### src/rtl/fetch_pc_unit.sv
// IF-stage front end: owns the fetch PC, issues single-outstanding I-mem reads,
// follows BPU predictions and EX redirects, and queues fetched words for decode.
module fetch_pc_unit #(
    parameter logic [31:0] RESET_PC = 32'h0000_0060,
    parameter int unsigned FQ_DEPTH = 4
) (
    input  logic        clk,
    input  logic        rst_n,
    output logic        imem_read,
    output logic [31:0] imem_addr,
    input  logic        imem_resp,
    input  logic [31:0] imem_rdata,
    output logic [31:0] bpu_pc,
    input  logic [31:0] bpu_pc_predict,
    input  logic        bpu_br_taken,
    input  logic        ex_redirect,
    input  logic [31:0] ex_redirect_pc,
    output logic        if_valid,
    input  logic        if_ready,
    output logic [31:0] if_pc,
    output logic [31:0] if_instr,
    output logic        if_pred_taken,
    output logic [31:0] if_pred_target
);

    localparam int unsigned PTR_W = (FQ_DEPTH > 1) ? $clog2(FQ_DEPTH) : 1;
    localparam int unsigned CNT_W = PTR_W + 1;
    localparam logic [CNT_W-1:0] FULL_CNT = CNT_W'(FQ_DEPTH);

    typedef enum logic [1:0] {
        IDLE   = 2'd0,
        WAIT   = 2'd1,
        SQUASH = 2'd2
    } state_t;

    typedef struct packed {
        logic [31:0] pc;
        logic [31:0] instr;
        logic        taken;
        logic [31:0] target;
    } fq_entry_t;

    state_t            state;
    logic [31:0]       pc_q;
    logic [31:0]       req_pc;
    logic              req_taken;
    logic [31:0]       req_target;

    fq_entry_t         fq_mem [FQ_DEPTH];
    logic [PTR_W-1:0]  head_ptr;
    logic [PTR_W-1:0]  tail_ptr;
    logic [CNT_W-1:0]  count;

    logic              fq_full;
    logic              push;
    logic              pop;
    fq_entry_t         head_entry;
    fq_entry_t         push_entry;
    logic              unused_bits;

    assign fq_full    = (count == FULL_CNT);
    assign push       = (state == WAIT) && imem_resp && !ex_redirect;
    assign pop        = if_valid && if_ready && !ex_redirect;
    assign head_entry = fq_mem[head_ptr];
    assign push_entry = '{pc: req_pc, instr: imem_rdata, taken: req_taken, target: req_target};

    // Word alignment drops the low redirect bits.
    assign unused_bits = &{1'b0, ex_redirect_pc[1:0]};

    assign imem_read      = (state != IDLE);
    assign imem_addr      = req_pc;
    assign bpu_pc         = pc_q;
    assign if_valid       = (count != '0);
    assign if_pc          = head_entry.pc;
    assign if_instr       = head_entry.instr;
    assign if_pred_taken  = head_entry.taken;
    assign if_pred_target = head_entry.target;

    // Request FSM and fetch PC; a redirect overrides every PC update below it.
    always_ff @(posedge clk or negedge rst_n) begin
        if (!rst_n) begin
            state      <= IDLE;
            pc_q       <= RESET_PC;
            req_pc     <= RESET_PC;
            req_taken  <= 1'b0;
            req_target <= '0;
        end else begin
            unique case (state)
                IDLE: begin
                    if (!ex_redirect && !fq_full) begin
                        req_pc     <= pc_q;
                        req_taken  <= bpu_br_taken;
                        req_target <= bpu_br_taken ? bpu_pc_predict : (pc_q + 32'd4);
                        state      <= WAIT;
                    end
                end
                WAIT: begin
                    if (ex_redirect) begin
                        state <= imem_resp ? IDLE : SQUASH;
                    end else if (imem_resp) begin
                        pc_q  <= req_target;
                        state <= IDLE;
                    end
                end
                SQUASH: begin
                    if (imem_resp) begin
                        state <= IDLE;
                    end
                end
                default: state <= IDLE;
            endcase
            if (ex_redirect) begin
                pc_q <= {ex_redirect_pc[31:2], 2'b00};
            end
        end
    end

    // Fetch queue; a flush discards everything including a coincident pop.
    always_ff @(posedge clk or negedge rst_n) begin
        if (!rst_n) begin
            head_ptr <= '0;
            tail_ptr <= '0;
            count    <= '0;
            for (int i = 0; i < int'(FQ_DEPTH); i++) begin
                fq_mem[i] <= '0;
            end
        end else if (ex_redirect) begin
            head_ptr <= '0;
            tail_ptr <= '0;
            count    <= '0;
        end else begin
            if (push) begin
                fq_mem[tail_ptr] <= push_entry;
                tail_ptr         <= tail_ptr + PTR_W'(1);
            end
            if (pop) begin
                head_ptr <= head_ptr + PTR_W'(1);
            end
            unique case ({push, pop})
                2'b10:   count <= count + CNT_W'(1);
                2'b01:   count <= count - CNT_W'(1);
                default: count <= count;
            endcase
        end
    end

endmodule
### config.mk
export PLATFORM = sky130hd
export DESIGN_NAME = fetch_pc_unit
export DESIGN_NICKNAME = d
export VERILOG_FILES = /design/src/rtl/fetch_pc_unit.sv
export SDC_FILE = /design/constraint.sdc
export NUM_CORES = 1
export LEC_CHECK = 0
export ABC_AREA = 1
export CAP_MARGIN = 20
export CELL_PAD_IN_SITES_DETAIL_PLACEMENT = 1
export CELL_PAD_IN_SITES_GLOBAL_PLACEMENT = 1
export CORE_AREA = 5 5 246 248
export DETAILED_ROUTE_END_ITERATION = 7
export DIE_AREA = 0 0 251 253
export MAX_ROUTING_LAYER = met4
export PLACE_DENSITY_LB_ADDON = 0.1
export RECOVER_POWER = 100
export SYNTH_ARGS = -nofsm -noshare
export SYNTH_HDL_FRONTEND = slang
export SYNTH_SLANG_ARGS = --single-unit
### constraint.sdc
create_clock -name clk -period 1.9 [get_ports clk]
set_clock_uncertainty 0.1 [all_clocks]
set_input_delay 0.57 -clock clk [delete_from_list [all_inputs] [get_ports clk]]
set_output_delay 0.57 -clock clk [all_outputs]
set_load 0.02 [all_outputs]
Word level (Yosys, flattened, before mapping)

Index checks and enable logic that the tools add are counted.

Bits in registers: 494
Input port bits: 102
Output and inout bits: 163
Logic and storage cells: 81

Add/sub/neg operators: 5
$lt $le $gt $ge: 3
Equality and inequality tests: 6
Muxes and demuxes: 21
Bitwise gates (word level): 3
Reduce and logical (&&, ||, !) cells: 19

Operator list:

| cell                    | count |
|---|---|
| $bwmux W388             | 1 |
| $mux W97                | 3 |
| $bmux W97 S2            | 1 |
| $demux W97 S2           | 1 |
| $mux W32                | 4 |
| $add A32 B3 Y32 const B | 1 |
| $mux W2                 | 8 |
| $reduce_bool A2 Y1      | 5 |
| $ge A3 B3 Y1 const B    | 2 |
| $logic_and A1 B1 Y1     | 6 |
| $not A2 Y3              | 2 |
| $pmux W2 S3             | 1 |
| $pmux W3 S2             | 1 |
| $reduce_and A2 Y1       | 3 |
| $reduce_bool A3 Y1      | 2 |
| $add A2 B1 Y2 const B   | 2 |
| $eq A2 B1 Y1 const B    | 2 |
| $eq A2 B2 Y1 const B    | 2 |
| $add A3 B1 Y3 const B   | 1 |
| $eq A3 B3 Y1 const B    | 1 |
| $lt A3 B1 Y1 const B    | 1 |
| $mux W3                 | 1 |
| $sub A3 B1 Y3 const B   | 1 |
| $logic_not A1 Y1        | 2 |
| other kinds (3)         | 3 |

Longest topological paths before layout

Depth after elaboration: 6
Gate-level depth with buffers: 10
Mapped depth without buffers: 10

Worst setup path after synthesis

Ideal clock, no wire load.

Kind: reg-to-output
Start: reg head_ptr[1]
End: out if_pc[22]
Arrival: 1506 ps
Required time: 1230 ps
Path slack: -276 ps
Stages on the path, launching flop included: 6
Buffers on the path: 2
Cell sequence: dfrtp_1 > inv_1 > clkbuf_1 > clkbuf_1 > o21ai_0 > o22ai_1

Longest elaborated chain between the ends: 4

Ends and longest elaborated chain:

| element                                      | line | source |
|---|---|---|
| start, declared                              | 50   | `logic [PTR_W-1:0] head_ptr;` |
| start signal, assigned                       | 137  | `head_ptr <= head_ptr + PTR_W'(1);` |
| $not A2 Y3 (not written as such)             | 64   | `assign head_entry = fq_mem[head_ptr];` |
| $bmux W97 S2                                 | 64   |  |
| $mux W97 (not written as such) (2 in series) | 64   |  |
| end, declared                                | 20   | `output logic [31:0] if_pc,` |

No other way between the ends. The select of a mux whose other input is x is not followed.

Final worst setup path

Start: reg head_ptr[0]
End: out if_pred_target[13]

Longest elaborated chain between the ends: 4

Ends and longest elaborated chain:

| element                                      | line | source |
|---|---|---|
| $not A2 Y3 (not written as such)             | 64   |  |
| $bmux W97 S2                                 | 64   |  |
| $mux W97 (not written as such) (2 in series) | 64   |  |
| end, declared                                | 23   | `output logic [31:0] if_pred_target` |

No other way between the ends. The select of a mux whose other input is x is not followed.

==> run summary <==
Status - complete, but fails checks
Failing checks - negative setup slack
Top cell type's share of synthesized area - 0.564
Placed cells - 3589
HP Class - reg2reg
Cell variety after synth - 37
M2 GR Usage - 0.427
Top cells by area, synth - dfrtp_1 56%, nand2_1 10%, o21ai_0 8.1%
Worst-Margin Slew - 0.915 ns
Clk buf depth - 3
Vias in the first global route - 21000
Post-synthesis sequential area ratio - 0.569
Post-layout instance area - 31400 µm²
Post-synth top cells - 606 x nand2_1, 490 x dfrtp_1, 351 x o21ai_0
Detailed-router iteration count before antenna repair - 5
Arrival time worst endpoint - 2.06 ns
Crit. End Element - primary output
Die W - 251 µm
Synthesized Nets - 2651
Final Hold Fails - 0
Worst-path fanout max - 7
Post-synth ARST share - 1.00
Crit Path Class - reg2out
PwrDens - 1600 nW/µm²
Filler cells - 6449
Clk root buf - clkbuf_16
I/O Buffers - 262
Post-Syn Instances - 2543
GRT met1 Usage - 0.340
GPL Wtd Cong - 0.898
DIE AREA - 63500 µm²
GRT Overall Usage - 0.257
Largest net degree at the start of global routing - 58
Routed Antenna Nets - 0
Max-cap viol count - 0
Initial antenna violation count - 6
Most Crowded Layer GR - met2
Worst relative slew slack - 0.390
RSZ-0062 raised after global routing - true
Global-route wire length before repair - 125000 µm
Core Util, Final - 0.540
CTS buffer count - 57
GRT Residual Overflow - 0
Achievable Freq - 0.366 GHz
Layout cell share with drive strength beyond 1 - 0.250
Initial DRC count - 1313
Leak pwr - 14.2 nW
Pins Over Slew Limit - 0
EDFF count, synth - 0
Syn_area_per_cell - 8.54 µm²
Placed instance area - 27300 µm²
WL per Instance - 23.4 µm
Vias - 20200
Final setup fails - 465
Initial Util - 0.373
Largest area contributor in the netlist - dfrtp_1
Clock sinks - 494
Synthesized area - 21700 µm²
I/O Pins - 265
Dpl hpwl - 56100 µm
Ys flop type - dfrtp_1
Yosys reg bits - 494
CP Launch Type - flip-flop
Chip Height - 253 µm
Worst-skew pair later-pin latency - 0.63 ns
Top-count cell post-synth - nand2_1
CTS H-tree depth - 2
Post-Layout Cell Count - 3756
Final worst slack - -0.832 ns
Std cell rows - 89
Area grow syn2layout - 44.7%
Routed wire length - 87900 µm
Core Box Area - 58200 µm²
Clock transition at path regs - 0.06 ns
Synth warn - 0
CTS tree - done
Worst VDD drop - 1.03 mV
Worst Path Required - 1.23 ns
Nets - 3044
Crit share post-route - 1.44
Met3 Usage GRT - 0.0287
DR vias/cell - 5.39
DRC errors left - 0
Clock period minus worst slack - 2.73 ns
==> area by class of cell <==
cell class                      instances  area, µm²  share of cell area
Inverter                              153        602              0.0191
Multi-Input combinational cell       1725       9680               0.308
Sequential cell                       494      12400               0.394
Antenna cell                            6       15.0            0.000478
Clock buffer                           90       1700              0.0541
Timing Repair Buffer                  503       5950               0.189
Clock inverter                         10        114             0.00362
Tap cell                              773        967              0.0308
Timing Repair inverter                  2       27.5            0.000875
==> sequential cells by signal, summed over array words and instances (netlist names) <==
signal and count:
tail_ptr 2, fq_mem 388, req_target 32, bpu_pc 32, imem_addr 32, head_ptr 2
state 2, count 3, req_taken 1
==> kinds of logic (layout without fill, tap and decap cells) <==
| group | Yosys count | count (layout) | share of synthesized area |
|---|---|---|---|
| and+or+nand+nor | 921 | 921 | 0.166 |
| AOI/OAI and AO/OA | 793 | 793 | 0.195 |
| DFF | 494 | 494 | 0.569 |
| buffers and inverters | 324 | 758 | 0.0639 |
| adders and majority gates | 6 | 6 | 0.00380 |
| xor gates and xnor gates | 5 | 5 | 0.00202 |
| other | 0 | 6 | 0 |
==> where the power goes <==
part	switching, W	internal [W]	total [W]
Combinational	0.0135	0.0103	0.0237
Clock	0.00451	0.00635	0.0109
Sequential	0.00222	0.0134	0.0156
Total	0.0202	0.0301	0.0502
==> metrics by stage <==
step,setup TNS [ns],hold slack (ns),setup WS (ns),total power (W)
6_report,-116.10,0.384,-0.832,0.0502
3_3_place_gp,-193.13,0.361,-0.690,0.0348
5_1_grt,-189.45,0.406,-0.884,0.0527
2_1_floorplan,-0.322,0.174,-0.0198,0.0257
4_1_cts,-115.85,0.309,-0.995,0.0469
3_5_place_dp,-214.47,0.369,-0.683,0.0353
==> path summary, 6_finish.rpt <==
kind / depth (start not counted) / slack [ns] / to / from
worst max register to register: 8 / -0.16 / fq_mem[293] / state[1]
worst max-delay path: 6 / -0.83 / if_pred_target[13] / head_ptr[0]
min in group asynchronous: 2 / 0.52 / fq_mem[62] / rst_n
max in group asynchronous: 4 / -0.08 / fq_mem[137] / rst_n
worst min-delay path: 2 / 0.38 / fq_mem[304] / fq_mem[304]
worst min register to register: 2 / 0.38 / fq_mem[304] / fq_mem[304]
==> critical path: stages (launching register included) <==
cell	delay, ns
dfrtp_4	0.50
buf_6	0.15
buf_4	0.17
clkbuf_16	0.19
o21ai_4	0.16
o22ai_2	0.12
buf_6	0.14
==> layer usage <==
layer  vias up  routed length (µm)
met3       122                4170
met1     10300               38500
met4         0                2260
met2       523               43000
met5         -                   0
li1       9278                   -
==> cells in the final DEF (no fill, tap or decap), types with 7 or more instances in the layout <==
cell type,netlist,final
inv_1,147,146
buf_12,0,60
clkbuf_16,0,81
nor2_4,1,22
o21ai_0,351,193
clkbuf_8,0,13
nor2_2,5,71
buf_4,9,123
buf_16,0,13
o21ai_2,0,48
clkdlybuf4s50_1,0,152
o22ai_1,109,12
o21ai_4,0,46
o22ai_4,0,8
clkbuf_1,77,21
nor2_1,253,166
dfrtp_1,490,482
nand2_1,606,604
o22ai_2,0,89
o221ai_1,31,31
buf_6,4,101
o21ai_1,286,350
nand3_1,42,43
a21oi_1,9,9
clkbuf_4,0,7
clkbuf_2,0,9
==> timing repair <==
| item | CTS | global route |
|---|---|---|
| endpoints found under the setup margin | 175 | 189 |
| hold endpoints to repair | 19 | 0 |
| buffers inserted | 3 | 20 |
| cloned | 7 | 32 |
| resized for setup | 502 | 556 |
| hold buffers | 1 | 0 |
| pin swaps | 7 | 73 |
No activity file was read; power rests on OpenSTA's default activity.
